--- config.mk ---
export PLATFORM = sky130hd
export DESIGN_NAME = gcd_sched_flat
export DESIGN_NICKNAME = d
export VERILOG_FILES = /design/src/rtl/gcd_sched_if.sv /design/src/rtl/gcd_sched.sv /design/src/flat_wrapper.sv
export SDC_FILE = /design/constraint.sdc
export NUM_CORES = 1
export LEC_CHECK = 0
export BUFFER_PORTS_ARGS = -buffer_cell sky130_fd_sc_hd__clkbuf_2
export CAP_MARGIN = 25
export CORE_ASPECT_RATIO = 0.8
export CORE_UTILIZATION = 30
export CTS_CLUSTER_SIZE = 40
export DETAILED_ROUTE_END_ITERATION = 12
export GPL_ROUTABILITY_DRIVEN = 0
export PLACE_DENSITY = 0.68
export SYNTH_ARGS = -nofsm -noshare
export SYNTH_HDL_FRONTEND = slang
export SYNTH_SLANG_ARGS = --single-unit
--- constraint.sdc ---
create_clock -name clk -period 3.4 [get_ports clk]
set_input_delay 0.51 -clock clk [delete_from_list [all_inputs] [get_ports clk]]
set_output_delay 0.51 -clock clk [all_outputs]
set_load 0.01 [all_outputs]
--- src/rtl/gcd_sched_if.sv ---
// gcd_sched_if: requester and GCD-engine signal bundle.
// The master side is the requester/engine environment; the slave side is the scheduler.
interface gcd_sched_if #(
  parameter int N = 4,
  parameter int W = 32
);
  logic [N-1:0]   req_valid;
  logic [N-1:0]   req_ready;
  logic [N*W-1:0] req_a;
  logic [N*W-1:0] req_b;
  logic [N-1:0]   rsp_valid;
  logic [N-1:0]   rsp_ready;
  logic [W-1:0]   rsp_data;
  logic           rsp_err;
  logic           eng_start;
  logic [W-1:0]   eng_a;
  logic [W-1:0]   eng_b;
  logic           eng_done;
  logic [W-1:0]   eng_result;

  modport master (
    output req_valid, req_a, req_b,
    output rsp_ready, eng_done, eng_result,
    input  req_ready, rsp_valid, rsp_data,
    input  rsp_err, eng_start, eng_a, eng_b
  );

  modport slave (
    input  req_valid, req_a, req_b,
    input  rsp_ready, eng_done, eng_result,
    output req_ready, rsp_valid, rsp_data,
    output rsp_err, eng_start, eng_a, eng_b
  );
endinterface

--- src/rtl/gcd_sched.sv ---
// gcd_sched: round-robin arbiter sharing one GCD engine among N requesters.
// Zero operands bypass the engine; a silent engine is aborted after TMO wait cycles.
module gcd_sched #(
  parameter int N   = 4,
  parameter int W   = 32,
  parameter int TMO = 255
) (
  input logic        clk,
  input logic        rst,
  gcd_sched_if.slave bus
);
  localparam int IW = (N > 1) ? $clog2(N) : 1;
  localparam int TW = $clog2(TMO + 1);

  typedef enum logic [1:0] {
    IDLE, ISSUE, WAIT, RESP
  } state_e;

  state_e        state_q, state_d;
  logic [IW-1:0] rr_q, rr_d;
  logic [IW-1:0] g_q, g_d;
  logic [TW-1:0] tmr_q, tmr_d;
  logic [W-1:0]  a_q, a_d;
  logic [W-1:0]  b_q, b_d;
  logic [W-1:0]  data_q, data_d;
  logic          err_q, err_d;

  logic          found;
  logic [IW-1:0] pick;
  logic [N-1:0]  hi;
  logic [N-1:0]  src;
  logic [W-1:0]  ra;
  logic [W-1:0]  rb;

  // Requests at or above rr_q win; otherwise wrap to the lowest set bit.
  always_comb begin
    hi    = bus.req_valid & ~((N'(1) << rr_q) - N'(1));
    src   = (hi != '0) ? hi : bus.req_valid;
    found = |bus.req_valid;
    pick  = '0;
    for (int i = N - 1; i >= 0; i--) begin
      if (src[i]) pick = IW'(i);
    end
  end

  always_comb begin
    ra = '0;
    rb = '0;
    for (int i = 0; i < N; i++) begin
      if (pick == IW'(i)) begin
        ra = bus.req_a[i*W +: W];
        rb = bus.req_b[i*W +: W];
      end
    end
  end

  always_comb begin
    state_d = state_q;
    rr_d    = rr_q;
    g_d     = g_q;
    tmr_d   = tmr_q;
    a_d     = a_q;
    b_d     = b_q;
    data_d  = data_q;
    err_d   = err_q;
    unique case (state_q)
      IDLE: begin
        if (found) begin
          g_d = pick;
          a_d = ra;
          b_d = rb;
          if (ra == '0 || rb == '0) begin
            data_d  = (ra == '0) ? rb : ra;
            err_d   = 1'b0;
            state_d = RESP;
          end else begin
            state_d = ISSUE;
          end
        end
      end
      ISSUE: begin
        tmr_d   = '0;
        state_d = WAIT;
      end
      WAIT: begin
        tmr_d = tmr_q + 1'b1;
        if (bus.eng_done) begin
          data_d  = bus.eng_result;
          err_d   = 1'b0;
          state_d = RESP;
        end else if (tmr_q == TW'(TMO - 1)) begin
          data_d  = '0;
          err_d   = 1'b1;
          state_d = RESP;
        end
      end
      RESP: begin
        if (bus.rsp_ready[g_q]) begin
          state_d = IDLE;
          rr_d    = (g_q == IW'(N - 1)) ? '0 : g_q + 1'b1;
        end
      end
      default: state_d = IDLE;
    endcase
  end

  always_ff @(posedge clk or negedge rst) begin
    if (!rst) begin
      state_q <= IDLE;
      rr_q    <= '0;
      g_q     <= '0;
      tmr_q   <= '0;
      a_q     <= '0;
      b_q     <= '0;
      data_q  <= '0;
      err_q   <= 1'b0;
    end else begin
      state_q <= state_d;
      rr_q    <= rr_d;
      g_q     <= g_d;
      tmr_q   <= tmr_d;
      a_q     <= a_d;
      b_q     <= b_d;
      data_q  <= data_d;
      err_q   <= err_d;
    end
  end

  logic eng_act;
  assign eng_act = (state_q == ISSUE) || (state_q == WAIT);

  // Gate with rst so the grant is silent while reset is held.
  assign bus.req_ready = (rst && state_q == IDLE && found)
                       ? (N'(1) << pick) : '0;
  assign bus.rsp_valid = (state_q == RESP) ? (N'(1) << g_q) : '0;
  assign bus.rsp_data  = data_q;
  assign bus.rsp_err   = err_q;
  assign bus.eng_start = (state_q == ISSUE);
  assign bus.eng_a     = eng_act ? a_q : '0;
  assign bus.eng_b     = eng_act ? b_q : '0;
endmodule

--- src/flat_wrapper.sv ---
// flat-port wrapper written by rule: the top's interface ports become plain ports
module gcd_sched_flat 
#(
  parameter int N   = 4,
  parameter int W   = 32,
  parameter int TMO = 255
)
  (clk, rst, bus_req_valid, bus_req_a, bus_req_b, bus_rsp_ready, bus_eng_done, bus_eng_result, bus_req_ready, bus_rsp_valid, bus_rsp_data, bus_rsp_err, bus_eng_start, bus_eng_a, bus_eng_b);
  gcd_sched_if #(.N(N), .W(W)) bus_i ();
  input logic clk;
  input logic rst;
  input wire logic [$bits(bus_i.req_valid)-1:0] bus_req_valid;
  input wire logic [$bits(bus_i.req_a)-1:0] bus_req_a;
  input wire logic [$bits(bus_i.req_b)-1:0] bus_req_b;
  input wire logic [$bits(bus_i.rsp_ready)-1:0] bus_rsp_ready;
  input wire logic [$bits(bus_i.eng_done)-1:0] bus_eng_done;
  input wire logic [$bits(bus_i.eng_result)-1:0] bus_eng_result;
  output wire logic [$bits(bus_i.req_ready)-1:0] bus_req_ready;
  output wire logic [$bits(bus_i.rsp_valid)-1:0] bus_rsp_valid;
  output wire logic [$bits(bus_i.rsp_data)-1:0] bus_rsp_data;
  output wire logic [$bits(bus_i.rsp_err)-1:0] bus_rsp_err;
  output wire logic [$bits(bus_i.eng_start)-1:0] bus_eng_start;
  output wire logic [$bits(bus_i.eng_a)-1:0] bus_eng_a;
  output wire logic [$bits(bus_i.eng_b)-1:0] bus_eng_b;
  assign bus_i.req_valid = bus_req_valid;
  assign bus_i.req_a = bus_req_a;
  assign bus_i.req_b = bus_req_b;
  assign bus_i.rsp_ready = bus_rsp_ready;
  assign bus_i.eng_done = bus_eng_done;
  assign bus_i.eng_result = bus_eng_result;
  assign bus_req_ready = bus_i.req_ready;
  assign bus_rsp_valid = bus_i.rsp_valid;
  assign bus_rsp_data = bus_i.rsp_data;
  assign bus_rsp_err = bus_i.rsp_err;
  assign bus_eng_start = bus_i.eng_start;
  assign bus_eng_a = bus_i.eng_a;
  assign bus_eng_b = bus_i.eng_b;
  gcd_sched #(.N(N), .W(W), .TMO(TMO)) u_core (.clk(clk), .rst(rst), .bus(bus_i));
endmodule
; Word-level counts from Yosys, hierarchy flattened
; Index checks and enable logic that the tools add are counted.
[classes]
reduce_logical = 16
n_lt_le_gt_ge = 1
mux = 38
bitwise = 2
shift = 3
eq_ne = 12
n_addsub = 3
[op_table]
columns = op, n
row1 = $mux W32, 15
row2 = $logic_not A32 Y1, 2
row3 = $pmux W32 S2, 1
row4 = $mux W2, 10
row5 = $pmux W8 S2, 1
row6 = $mux W4, 3
row7 = $shl A1 B2 Y4 const A, 3
row8 = $eq A2 B2 Y1 const B, 5
row9 = $add A8 B1 Y8 const B, 1
row10 = $eq A8 B8 Y1 const B, 1
row11 = $pmux W2 S4, 1
row12 = $ne A2 B1 Y1 const B, 3
row13 = $mux W1, 5
row14 = $and A4 B4 Y4, 1
row15 = $eq A2 B1 Y1 const B, 2
row16 = $logic_not A2 Y1, 2
row17 = $not A4 Y4, 1
row18 = $reduce_and A2 Y1, 2
row19 = $reduce_and A4 Y1, 1
row20 = $reduce_bool A2 Y1, 2
row21 = $reduce_bool A4 Y1, 1
row22 = $reduce_or A4 Y1, 1
row23 = $sub A4 B1 Y4 const B, 1
row24 = $lt A2 B3 Y1 const B, 1
row25 = 7 further kinds, 9
[word_totals]
in_bits = 299
out_inout_bits = 106
elab_cells = 83
reg_bits = 111

; Logic depth before layout (Yosys ltp)
[depth]
depth_word = 20
ltp_mapped = 15
ltp_nobuf = 10

; Worst setup path before layout
; No wires, ideal clock.
[synth_timing]
kind = input to register
startpoint = input bus_req_valid[2]
endpoint = register u_core.data_q[0], in the netlist u_core.bus.rsp_data[0]
arrival_time_ns = 3.276
setup_time_ns = 0.127
path_buffers = 5
setup_slack_ns = -0.003
path_stages = 15
required_time_ns = 3.273
path_cell_list = nor2b_1 > a211o_1 > buf_2 > buf_6 > buf_6 > buf_4 > and3_1 > a211oi_1 > o22ai_1 > nor4_1 > and4_1 > o21ai_1 > a21boi_4 > buf_6 > mux2_1
[synth_between]
elab_chain_cells = 17
word_cells_on_any_way = 30
cone_classes = 5 x eq/ne / 17 x mux / 1 x bitwise / 7 x reduce/logical
[synth_lines]
columns = element, line
row1 = from (decl), flat_wrapper.sv:12  ; input wire logic [$bits(bus_i.req_valid)-1:0] bus_req_valid;
row2 = $and A4 B4 Y4, gcd_sched.sv:37  ; hi = bus.req_valid & ~((N'(1) << rr_q) - N'(1));
row3 = $reduce_bool A4 Y1, gcd_sched.sv:38  ; src = (hi != '0) ? hi : bus.req_valid;
row4 = $mux W4, gcd_sched.sv:38
row5 = $mux W2 (4 in a row), gcd_sched.sv:42  ; if (src[i]) pick = IW'(i);
row6 = $logic_not A2 Y1, gcd_sched.sv:50  ; if (pick == IW'(i)) begin
row7 = $mux W32 (4 in a row), gcd_sched.sv:50
row8 = $logic_not A32 Y1, "gcd_sched.sv:72, gcd_sched.sv:73"
row9 = $mux W32, gcd_sched.sv:73  ; data_d = (ra == '0) ? rb : ra;
row10 = $mux W32, gcd_sched.sv:72  ; if (ra == '0 || rb == '0) begin
row11 = $mux W32, gcd_sched.sv:68  ; if (found) begin
row12 = $pmux W32 S2, gcd_sched.sv:66  ; unique case (state_q)
row13 = to (signal assigned), gcd_sched.sv:124  ; data_q <= data_d;
row14 = to (decl), gcd_sched.sv:25  ; logic [W-1:0] data_q, data_d;
; Several ways; a longest one is shown, not always the timed one. The select of a mux whose other input is x is not followed.
; A chain may end at the register's enable or synchronous reset.

; Final worst setup path
[layout_timing]
startpoint = register u_core.rr_q[1]
endpoint = register u_core.data_q[1], in the netlist u_core.bus.rsp_data[1]
[layout_between]
elab_chain_cells = 20
word_cells_on_any_way = 31
cone_classes = 1 x add/sub / 4 x eq/ne / 1 x shift / 17 x mux / 2 x bitwise / 6 x reduce/logical
[layout_lines]
columns = element, line
row1 = from (decl), gcd_sched.sv:20  ; logic [IW-1:0] rr_q, rr_d;
row2 = from (signal assigned), gcd_sched.sv:119  ; rr_q <= rr_d;
row3 = $shl A1 B2 Y4 *, gcd_sched.sv:37
row4 = $sub A4 B1 Y4 *, gcd_sched.sv:37
row5 = $not A4 Y4 *, gcd_sched.sv:37
row6 = $and A4 B4 Y4 *, gcd_sched.sv:37
row7 = $reduce_bool A4 Y1, gcd_sched.sv:38
row8 = $mux W4 *, gcd_sched.sv:38
row9 = $mux W2 (3 in a row), gcd_sched.sv:42
row10 = $mux W2 *, gcd_sched.sv:42
row11 = $logic_not A2 Y1, gcd_sched.sv:50
row12 = $mux W32 (4 in a row), gcd_sched.sv:50
row13 = $logic_not A32 Y1, "gcd_sched.sv:72, gcd_sched.sv:73"
row14 = $mux W32, gcd_sched.sv:73
row15 = $mux W32, gcd_sched.sv:72
row16 = $mux W32, gcd_sched.sv:68
row17 = $pmux W32 S2, gcd_sched.sv:66
; Every way passes the cells marked *; elsewhere a longest branch is shown, timed or not. The select of a mux whose other input is x is not followed.

==> run summary <==
run status -> finished with violations
failing checks -> setup timing
H-tree Lvls -> 3
Post-DRT Antenna Nets -> 0
fraction of layout cells with a size suffix above 1 -> 52.57%
Final Cycle Share -> 104.2%
synthesized area per cell -> 7.961 um^2
max-cap violations -> 0
GRT overflow -> 0
Crit. End Element -> register
Filler Cell Count -> 2,434
routed len/inst -> 22.01 um
leakage -> 7.018 nW
Tmin final -> 3.543 ns
DR iter-0 viols -> 1,010
vias per cell -> 5.445
P&R area growth vs syn -> 72.29%
Worst Setup SP -> u_core.rr_q[1]
#FFs+latches synth -> 111
Peak Freq -> 282.3 MHz
FP Rows -> 53
Slew headroom -> 40.79%
gr usage total -> 28.31%
Yosys cell types -> 42
post-route cell area -> 13,960 um^2
unrepaired setup endpoints after global routing -> yes
cts bufs inserted -> 9
Clock Sinks -> 111
Max Transition Viols Final -> 0
Initial Utilization -> 30.71%
wire length of the first global-routing pass -> 58.52 mm
CTS Hold Bufs -> 0
total power -> 13.11 mW
pre-CTS WS -> -0.6845 ns
class of the worst hold path -> input pin to asynchronous set/reset pin
nets -> 1,898
Syn. warnings -> 0
Max IR drop VDD -> 0.6477 mV
Layout Skew -> 0.01572 ns
Root Buffer -> clkbuf_16
die height -> 149.0 um
CP required -> 3.65 ns
IO buf count -> 404
vias in the first global route -> 9,975
Worst-Skew Late Latency -> 0.37 ns
final hold vios -> 0
CTS max path bufs -> 2
via count -> 10,620
total wire length -> 42.94 mm
io pins -> 405
arrival time at the worst endpoint -> 3.79 ns
Crit Path Max Fanout -> 7
final setup margin -> -0.1426 ns
largest net degree at the start of global routing -> 104
CORE AREA -> 26,390 um^2
Syn Inst Count -> 1,018
Synth Cell Area -> 8104 um^2
TritonCTS clock tree -> yes
most frequent cells in the layout -> clkbuf_2, buf_4, nand2_1
HPWL after DPL -> 29.55 mm
DRC viols -> 0
dpl cell area -> 11,900 um^2
pwr/cell area -> 938.7 nW/um^2
setup_tns -> -3.040 ns
Die Width -> 185.8 um
commonest non-fill, non-tap cell in the layout -> clkbuf_2
syn_nets -> 1,327
Setup CP Type -> register to register
final setup fails -> 33
CP startpoint kind -> register
Die ar. -> 27,680 um^2
First-pass DRT Iterations -> 5
antenna fix cells -> 0
Worst-path clk slew -> 0.08 ns
register area share after synthesis -> 34.28%
antenna violations before repair -> 1
RR Startpoint -> u_core.rr_q[1]
Slew @ Worst Pin -> 0.8871 ns
-- final timing paths --
path                                          endpoint  slack [ns]  depth (start not counted)
worst max register to register  u_core.bus.rsp_data[1]       -0.14                         14
max in group asynchronous               u_core.b_q[16]        2.37                          2
worst min-delay path                    u_core.a_q[28]        0.01                          1
worst max-delay path            u_core.bus.rsp_data[1]       -0.14                         14
min in group clk                         u_core.b_q[7]        0.48                          2
worst min register to register           u_core.b_q[7]        0.48                          2
-- synth_stat cells --
library cell / count / area (um^2)
clkbuf_1: 68 / 255.2
xnor2_1: 1 / 8.760
o21ai_0: 42 / 210.2
nor2b_1: 4 / 25.02
nand3_1: 14 / 70.07
mux2i_1: 1 / 10.01
a21oi_1: 55 / 275.3
ha_1: 10 / 125.1
nand2_1: 159 / 596.8
mux2_2: 4 / 45.04
nand4_1: 1 / 6.260
buf_6: 7 / 78.83
buf_1: 5 / 18.77
or2_2: 3 / 18.77
and2_1: 69 / 431.7
nand2b_1: 5 / 31.28
nor4_1: 9 / 56.30
inv_1: 10 / 37.54
o2bb2ai_1: 2 / 17.52
buf_2: 15 / 75.07
nor3_1: 4 / 20.02
a31oi_1: 3 / 18.77
nor2_1: 47 / 176.4
mux4_2: 1 / 22.52
o32a_1: 1 / 10.01
and4_1: 2 / 17.52
a21boi_4: 1 / 18.77
o31ai_1: 33 / 247.7
dfrtp_1: 111 / 2778
and3_1: 128 / 800.8
a22o_1: 2 / 17.52
a211oi_1: 129 / 968.4
a21o_1: 2 / 15.01
buf_4: 1 / 7.510
o21bai_1: 1 / 7.510
clkbuf_2: 1 / 5.000
mux2_1: 30 / 337.8
o22ai_1: 32 / 200.2
a211o_1: 2 / 17.52
o21ba_2: 1 / 10.01
o21ai_1: 1 / 5.000
xor2_1: 1 / 8.760
-- repair_timing --
| item | in CTS | in global routing |
|---|---|---|
| buffers inserted | 14 | 28 |
| pin swaps | 15 | 38 |
| resized for setup | 97 | 113 |
| gates cloned | 8 | 9 |
| endpoints found under the setup margin | 33 | 33 |
| endpoints found under the hold margin | 0 | 0 |
-- logic make-up (layout without fill, tap and decap cells) --
kind of cell             Yosys count  count (layout)  synth area share (%)
AO/OA/AOI/OAI                    307             307                 25.17
flip-flops                       111             111                 34.28
AND/OR/NAND/NOR                  445             447                 27.78
adder cells (fa/ha/maj)           10              10                 1.544
multiplexers                      36              36                 5.126
buffers and inverters            107             681                 5.898
XOR/XNOR                           2               2                0.2162
-- through the flow --
step	utilization [%]	hold WS (ns)	cells
6_report	52.90	0.01075	1951
5_1_grt	52.90	0.02107	1951
4_1_cts	49.29	0.01681	1918
3_5_place_dp	45.07	0.4052	1880
3_3_place_gp	45.07	0.4043	1880
2_1_floorplan	-	0.2144	1018
-- worst max-delay path, cell delays in order, from the launching register on --
cell	delay [ns]
dfrtp_1	0.42
buf_4	0.15
buf_4	0.14
a211o_4	0.42
buf_12	0.17
buf_16	0.15
a211oi_4	0.25
o22ai_2	0.13
nor4_2	0.37
and4_4	0.32
o21ai_4	0.07
a21boi_4	0.21
buf_6	0.15
clkbuf_16	0.16
mux2_1	0.31
-- flip-flops by register name, summed over array words and instances, names as in the netlist --
| signal | count |
|---|---|
| u_core.bus.rsp_data | 32 |
| u_core.a_q | 32 |
| u_core.rr_q | 2 |
| u_core.bus.rsp_err | 1 |
| u_core.g_q | 2 |
| u_core.tmr_q | 8 |
| u_core.b_q | 32 |
| u_core.state_q | 2 |
-- layout make-up --
cell class	instances	area (um^2)	share of cell area, %
Tap cell	357	446.7	3.199
Sequential cell	111	2778	19.89
Timing Repair Buffer	655	4498	32.22
Clock buffer	10	229.0	1.640
Multi-Input combinational cell	802	5922	42.41
Clock inverter	6	51.30	0.3674
Inverter	10	37.54	0.2688
-- routing by layer --
layer / vias to the layer above / share of wire [%] / track usage (%)
li1: 4845 / - / -
met1: 5142 / 42 / 38.85
met2: 550 / 47 / 44.51
met3: 87 / 8.2 / 5.884
met4: 0 / 3.1 / 8.525
met5: - / 0 / 0
-- power by group --
| part | total [mW] | switching, mW | internal [mW] |
|---|---|---|---|
| registers | 2.33 | 0.376 | 1.96 |
| clock network | 1.07 | 0.554 | 0.512 |
| logic | 9.71 | 5.33 | 4.38 |
Note: power is estimated with default switching activity, not from simulation.
